===== config.mk =====
export PLATFORM = sky130hd
export DESIGN_NAME = uart_mem_loader
export DESIGN_NICKNAME = d
export VERILOG_FILES = /design/src/rtl/uart_mem_pkg.sv /design/src/rtl/word_packer.sv /design/src/rtl/uart_mem_loader.sv
export SDC_FILE = /design/constraint.sdc
export NUM_CORES = 1
export LEC_CHECK = 0
export CORE_MARGIN = 3
export CORE_UTILIZATION = 30
export CTS_CLUSTER_DIAMETER = 40
export DETAILED_ROUTE_END_ITERATION = 6
export PLACE_DENSITY = 0.61
export SLEW_MARGIN = 20
export SYNTH_ARGS = -nofsm -noshare
export SYNTH_HDL_FRONTEND = slang
export SYNTH_SLANG_ARGS = --single-unit
export TNS_END_PERCENT = 20

===== constraint.sdc =====
create_clock -name sysclk -period 2.8 [get_ports sysclk]
set_clock_uncertainty 0.15 [all_clocks]
set_input_delay 0.28 -clock sysclk [delete_from_list [all_inputs] [get_ports sysclk]]
set_output_delay 0.28 -clock sysclk [all_outputs]
set_load 0.01 [all_outputs]

===== src/rtl/uart_mem_pkg.sv =====
// Shared definitions for the UART <-> data-memory loader/dumper:
// FSM state encoding, word geometry and byte-lane order.
package uart_mem_pkg;

   localparam int BYTES_PER_WORD = 4;
   localparam int BYTE_IDX_W     = $clog2(BYTES_PER_WORD);

   typedef enum logic [2:0] {
      LOAD,
      WRITE,
      RUN,
      RD,
      WAIT,
      SEND,
      CKS,
      FIN
   } state_e;

   typedef enum logic {
      LANE_BIG_ENDIAN,
      LANE_LITTLE_ENDIAN
   } lane_order_e;

   // First byte on the wire lands in (and leaves from) bits [31:24].
   localparam lane_order_e LANE_ORDER = LANE_BIG_ENDIAN;

   // Index width that stays legal when a count of one is requested.
   function automatic int idx_width(input int n);
      return (n > 1) ? $clog2(n) : 1;
   endfunction

endpackage


===== src/rtl/word_packer.sv =====
// Four-byte shift register plus byte counter, shared by the load path
// (bytes shifted in from UART RX) and the dump path (word loaded from
// memory, bytes shifted out to UART TX).
module word_packer
   import uart_mem_pkg::*;
(
   input  logic        sysclk,
   input  logic        reset,
   input  logic        clear,
   input  logic        load,
   input  logic        shift,
   input  logic [7:0]  byte_in,
   input  logic [31:0] word_in,
   output logic [31:0] word_next,
   output logic [7:0]  byte_out,
   output logic        last_byte
);

   localparam bit MSB_FIRST = (LANE_ORDER == LANE_BIG_ENDIAN);

   logic [31:0]           word_q;
   logic [BYTE_IDX_W-1:0] byte_idx;

   // Next shifted word and the byte sitting in the outgoing lane
   always_comb begin
      // NOTE: every output is given a default first so no path leaves it unassigned and no latch is inferred.
      word_next = {byte_in, word_q[31:8]};
      byte_out  = word_q[7:0];
      if (MSB_FIRST) begin
         word_next = {word_q[23:0], byte_in};
         byte_out  = word_q[31:24];
      end
   end

   assign last_byte = (byte_idx == BYTE_IDX_W'(BYTES_PER_WORD - 1));

   // Word register and byte counter; the counter wraps to 0 after the last byte
   always_ff @(posedge sysclk) begin
      // NOTE: state registers use non-blocking assignments so every flop samples pre-edge values.
      if (reset) begin
         word_q   <= '0;
         byte_idx <= '0;
      end else if (clear) begin
         byte_idx <= '0;
      end else if (load) begin
         word_q   <= word_in;
         byte_idx <= '0;
      end else if (shift) begin
         word_q   <= word_next;
         byte_idx <= byte_idx + 1'b1;
      end
   end

endmodule


===== src/rtl/uart_mem_loader.sv =====
// Sequences the UART <-> data-memory path: loads WORD_COUNT words from
// UART RX after reset while holding the CPU off the memory, then releases
// the CPU and dumps the same region to UART TX on each mem2uart rising edge.
// Optional build macro DUMP_CHECKSUM_EN appends an XOR checksum byte to
// every dump.
module uart_mem_loader
   import uart_mem_pkg::*;
#(
   parameter int              WORD_COUNT = 25,
   parameter longint unsigned BASE_ADDR  = 0,
   parameter int              ADDR_W     = 32
) (
   input  logic              sysclk,
   input  logic              reset,
   input  logic              rx_valid,
   input  logic [7:0]        rx_data,
   input  logic              tx_ready,
   output logic              tx_start,
   output logic [7:0]        tx_data,
   input  logic              mem2uart,
   output logic [ADDR_W-1:0] mem_addr,
   output logic [31:0]       mem_wdata,
   output logic              mem_we,
   input  logic [31:0]       mem_rdata,
   output logic              cpu_hold,
   output logic              load_done,
   output logic              dump_done
);

   localparam int                IDX_W    = idx_width(WORD_COUNT);
   localparam logic [IDX_W-1:0]  LAST_IDX = IDX_W'(WORD_COUNT - 1);
   localparam logic [ADDR_W-1:0] BASE     = ADDR_W'(BASE_ADDR);

   state_e           state;
   logic [IDX_W-1:0] word_idx;
   logic             m2u_q;
   logic             m2u_rise;
   logic             tx_go;

   logic             pk_clear;
   logic             pk_load;
   logic             pk_shift;
   logic [31:0]      pk_word_next;
   logic [7:0]       pk_byte_out;
   logic             pk_last;

`ifdef DUMP_CHECKSUM_EN
   logic [7:0]       xor_acc;
`endif

   // Byte address of word idx; wraps modulo 2^ADDR_W
   function automatic logic [ADDR_W-1:0] word_addr(input logic [IDX_W-1:0] idx);
      return BASE + ADDR_W'(idx) * ADDR_W'(BYTES_PER_WORD);
   endfunction

   assign m2u_rise = mem2uart & ~m2u_q;

   // tx_start is registered, so in the cycle it is high the UART has not yet
   // had a chance to drop tx_ready; never launch two bytes back to back.
   assign tx_go = tx_ready & ~tx_start;

   word_packer u_packer (
      .sysclk    (sysclk),
      .reset     (reset),
      .clear     (pk_clear),
      .load      (pk_load),
      .shift     (pk_shift),
      .byte_in   (rx_data),
      .word_in   (mem_rdata),
      .word_next (pk_word_next),
      .byte_out  (pk_byte_out),
      .last_byte (pk_last)
   );

   // Packer control decoded from the current state
   always_comb begin
      pk_clear = 1'b0;
      pk_load  = 1'b0;
      pk_shift = 1'b0;
      case (state)
         LOAD:    pk_shift = rx_valid;
         // a byte arriving during the write is byte 0 of the next word
         WRITE:   pk_shift = rx_valid && (word_idx != LAST_IDX);
         RUN:     pk_clear = m2u_rise;
         WAIT:    pk_load  = 1'b1;
         SEND:    pk_shift = tx_go;
         default: ;
      endcase
   end

   // Main sequencer: load/dump FSM, address generation and CPU arbitration
   always_ff @(posedge sysclk) begin
      if (reset) begin
         state     <= LOAD;
         word_idx  <= '0;
         m2u_q     <= 1'b0;
         cpu_hold  <= 1'b1;
         load_done <= 1'b0;
         dump_done <= 1'b0;
         tx_start  <= 1'b0;
         tx_data   <= '0;
         mem_we    <= 1'b0;
         mem_addr  <= BASE;
         mem_wdata <= '0;
`ifdef DUMP_CHECKSUM_EN
         xor_acc   <= '0;
`endif
      end else begin
         m2u_q     <= mem2uart;
         tx_start  <= 1'b0;
         dump_done <= 1'b0;
         mem_we    <= 1'b0;

         case (state)
            LOAD: begin
               if (rx_valid && pk_last) begin
                  mem_we    <= 1'b1;
                  mem_addr  <= word_addr(word_idx);
                  mem_wdata <= pk_word_next;
                  state     <= WRITE;
               end
            end

            WRITE: begin
               if (word_idx == LAST_IDX) begin
                  load_done <= 1'b1;
                  cpu_hold  <= 1'b0;
                  state     <= RUN;
               end else begin
                  word_idx <= word_idx + 1'b1;
                  state    <= LOAD;
               end
            end

            RUN: begin
               if (m2u_rise) begin
                  cpu_hold <= 1'b1;
                  word_idx <= '0;
                  mem_addr <= BASE;
`ifdef DUMP_CHECKSUM_EN
                  xor_acc  <= '0;
`endif
                  state    <= RD;
               end
            end

            RD:   state <= WAIT;

            WAIT: state <= SEND;

            SEND: begin
               if (tx_go) begin
                  tx_start <= 1'b1;
                  tx_data  <= pk_byte_out;
`ifdef DUMP_CHECKSUM_EN
                  xor_acc  <= xor_acc ^ pk_byte_out;
`endif
                  if (pk_last) begin
                     if (word_idx == LAST_IDX) begin
`ifdef DUMP_CHECKSUM_EN
                        state <= CKS;
`else
                        state <= FIN;
`endif
                     end else begin
                        word_idx <= word_idx + 1'b1;
                        mem_addr <= word_addr(word_idx + 1'b1);
                        state    <= RD;
                     end
                  end
               end
            end

`ifdef DUMP_CHECKSUM_EN
            CKS: begin
               if (tx_go) begin
                  tx_start <= 1'b1;
                  tx_data  <= xor_acc;
                  state    <= FIN;
               end
            end
`endif

            FIN: begin
               dump_done <= 1'b1;
               cpu_hold  <= 1'b0;
               state     <= RUN;
            end

            default: state <= LOAD;
         endcase
      end
   end

endmodule


==> metrics.md <==
| Metric | Value |
|---|---|
| Number of global-route vias before repair | `3704` |
| GRT Overall Usage | `between 10% and 20%` |
| Top-count cell post-synth | `dfxtp_1` |
| Minimum clock period | `around 2.4 ns` |
| Final ANT Viol Nets | `0` |
| Clock Power Share | `~45%` |
| Placed cell areas | `roughly 5000 um2` |
| Clk slew on worst S/H paths | `0.06 ns` |
| Synth area leader | `dfxtp_1` |
| Register share of total power | `~48%` |
| Sw frac | `a little under a quarter` |
| Post-route cell area | `about 5400 um2` |
| Ports | `approximately 120` |
| Htree depth | `3` |
| Post-synth EDFFs | `0` |
| RSZ-0062 raised after global routing | `false` |
| Most frequent cells after synthesis | `dfxtp_1, nand2_1, o21ai_0` |
| Clock latency on the worst-skew pair | `around 0.35 ns` |
| Post-Syn Instances | `523` |
| Post-CTS Setup Inserts | `0` |
| Post-Syn Area per Cell | `slightly below 8 um2` |
| Ant. Diodes | `0` |
| CP Class | `reg2reg` |
| Worst-Margin Slew | `slightly above 0.9 ns` |
| Outcome | `completed` |
| Routed WL | `around 12 mm` |
| Crit path DAT | `around 2.5 ns` |
| Initial core utilization | `a little under a third` |
| Total Neg Setup Slack | `0 ns` |
| Crit path max fanout | `34` |
| CTS Buf Count | `9` |
| Slew margin rel. | `roughly 39%` |
| Routability congestion estimate | `slightly above 0.8` |
| Ranking of synthesized cells by area | `dfxtp_1, o21ai_0, nand2_1` |
| Flops & latches, synth | `93` |
| Core Box Area | `approximately 13000 um2` |
| Final nets | `between 600 and 700` |
| CP required | `2.87 ns` |
| Hold Fails Final Rpt | `0` |
| Seq/Total Area, Yosys | `between 40% and 50%` |
| Synth cell types | `50` |
| Largest net degree at the start of global routing | `58` |
| Root buf cell | `clkbuf_16` |
| Die height | `124 um` |
| CTS tree | `yes` |
| Vias | `3941` |
| Power Density | `between 500 and 600 nW/um2` |
| CTS Buffer Depth | `2` |
| First-pass GRT wire length | `18.9 mm` |
| Initial DRC Count | `304` |
| Final HPWL DP | `a little over 8 mm` |
| Mapped cell area | `between 4000 and 5000 um2` |
| CP Launch Type | `register` |
| Layout fillers | `between 1000 and 1500` |
| Final-report setup violation count | `0` |
| First-pass detailed-route iteration total | `4` |
| Row cnt | `42` |
| Final worst slack | `roughly 0.39 ns` |
| HP Class | `reg2reg` |
| Net Sw Power | `about 0.00065 W` |
| Max cap viols | `0` |
| Layout cell share with drive strength beyond 1 | `about 5.4%` |
| Core Util, Final | `around 40%` |
| LEAKAGE | `roughly 1.8 nW` |
| Hold buffers post-CTS | `0` |
| Tcrit/Tclk final | `about 86%` |
| Worst Setup End Kind | `register` |
| P_int | `about 0.0022 W` |
| Die X | `124 um` |
| Synth Warn # | `0` |
| Clock sink count | `just over 90` |
| Post_cts resized | `0` |
| Combinational Power Share | `6.9%` |
| Max frequency | `a little over 0.4 GHz` |
| IO buf count | `94` |
| Post-Place Setup Slack | `around 0.39 ns` |
| Vias per cell | `between 5 and 6` |
| Top FF cell, synth | `dfxtp_1` |
| Top cell type's share of synthesized area | `roughly 45%` |
| WL per Instance | `15.6 um` |
| Max VDD drop | `0.000286 V` |
| DRC Markers | `0` |
| Die area | `15300 um2` |
| Fin. max-slew vios | `0` |
| Initial antenna violation count | `0` |
| Area Growth Syn to Fin | `30.3%` |
| Pwr Total | `0.00282 W` |
| Overflow after GRT | `0` |
| Async S/R FF share, synth | `0%` |
-- sequential cells by signal, indices dropped and copies added (netlist names) --
| signal | count |
|---|---|
| load_done | 1 |
| dump_done | 1 |
| m2u_q | 1 |
| tx_start | 1 |
| mem_addr | 5 |
| u_packer.byte_idx | 2 |
| cpu_hold | 1 |
| mem_wdata | 32 |
| tx_data | 8 |
| u_packer.word_q | 32 |
| word_idx | 5 |
| mem_we | 1 |
| state | 3 |
-- power by group through the flow --
stage	clock [W]	combinational (W)	sequential [W]
2_1_floorplan	0	0.000122	0.00138
3_3_place_gp	0	0.000191	0.00139
3_5_place_dp	0	0.000193	0.00139
4_1_cts	0.00130	0.000194	0.00136
5_1_grt	0.00134	0.000214	0.00136
6_report	0.00127	0.000193	0.00136
-- metrics by stage --
| stage | instances | hold slack (ns) |
|---|---|---|
| after floorplan | 549 | 0.258 |
| after global placement | 756 | 0.295 |
| after detailed placement | 756 | 0.298 |
| after CTS | 772 | 0.297 |
| after global routing | 772 | 0.328 |
| final | 772 | 0.306 |
-- area by class of cell --
type                            count  area (um2)  share of cell area [%]
Multi-Input combinational cell    377        1960                    36.3
Sequential cell                    93        1860                    34.5
Timing Repair Buffer              103        1020                    18.8
Clock buffer                       11         253                    4.68
Tap cell                          176         220                    4.08
Clock inverter                      5        58.8                    1.09
Inverter                            7        26.3                   0.487
-- worst max-delay path: stages, from the launching register on --
cell and delay [ns]:
dfxtp_1 0.59, clkinv_1 0.39, o211a_1 0.67, o21ai_0 0.36, a31oi_1 0.11
-- worst paths after layout --
check / start / to / slack [ns] / cells past startpoint
max reg2reg: state[0] / u_packer.word_q[15] / 0.39 / 4
min: mem_wdata[10] / mem_wdata[10] / 0.31 / 2
max: state[0] / u_packer.word_q[15] / 0.39 / 4
min reg2reg: mem_wdata[10] / mem_wdata[10] / 0.31 / 2
-- cells by family after synthesis --
logic type | count (synthesis) | synth area share, %
other cells | 1 | 0.0905
buf+inv | 79 | 10.2
xor+xnor | 1 | 0.211
compound gates | 186 | 25.9
flops | 93 | 44.9
fa+ha+maj | 3 | 0.906
simple gates | 160 | 17.8
-- cells in the final DEF, fill, tap and decap left out, drive strengths merged, types with 3 or more instances in the layout --
master | netlist | layout
buf | 38 | 10
o211ai | 4 | 4
a311oi | 5 | 5
o21ai | 71 | 71
ha | 3 | 3
nor2 | 9 | 9
dfxtp | 93 | 93
a31oi | 36 | 36
nand2 | 89 | 89
nand3 | 38 | 38
conb | 1 | 27
nor2b | 4 | 4
clkdlybuf4s50 | 0 | 93
inv | 6 | 6
clkbuf | 34 | 11
nor3 | 5 | 5
a21oi | 54 | 54
clkinv | 1 | 3
-- metal layers --
metal	wire (um)	track usage, %	vias to the layer above
li1	-	-	1936
met1	5420	20.7	1846
met2	5500	25.5	149
met3	987	4.35	10
met4	118	5.74	0
met5	0	0	-
Power figures use the tool's default switching activity.
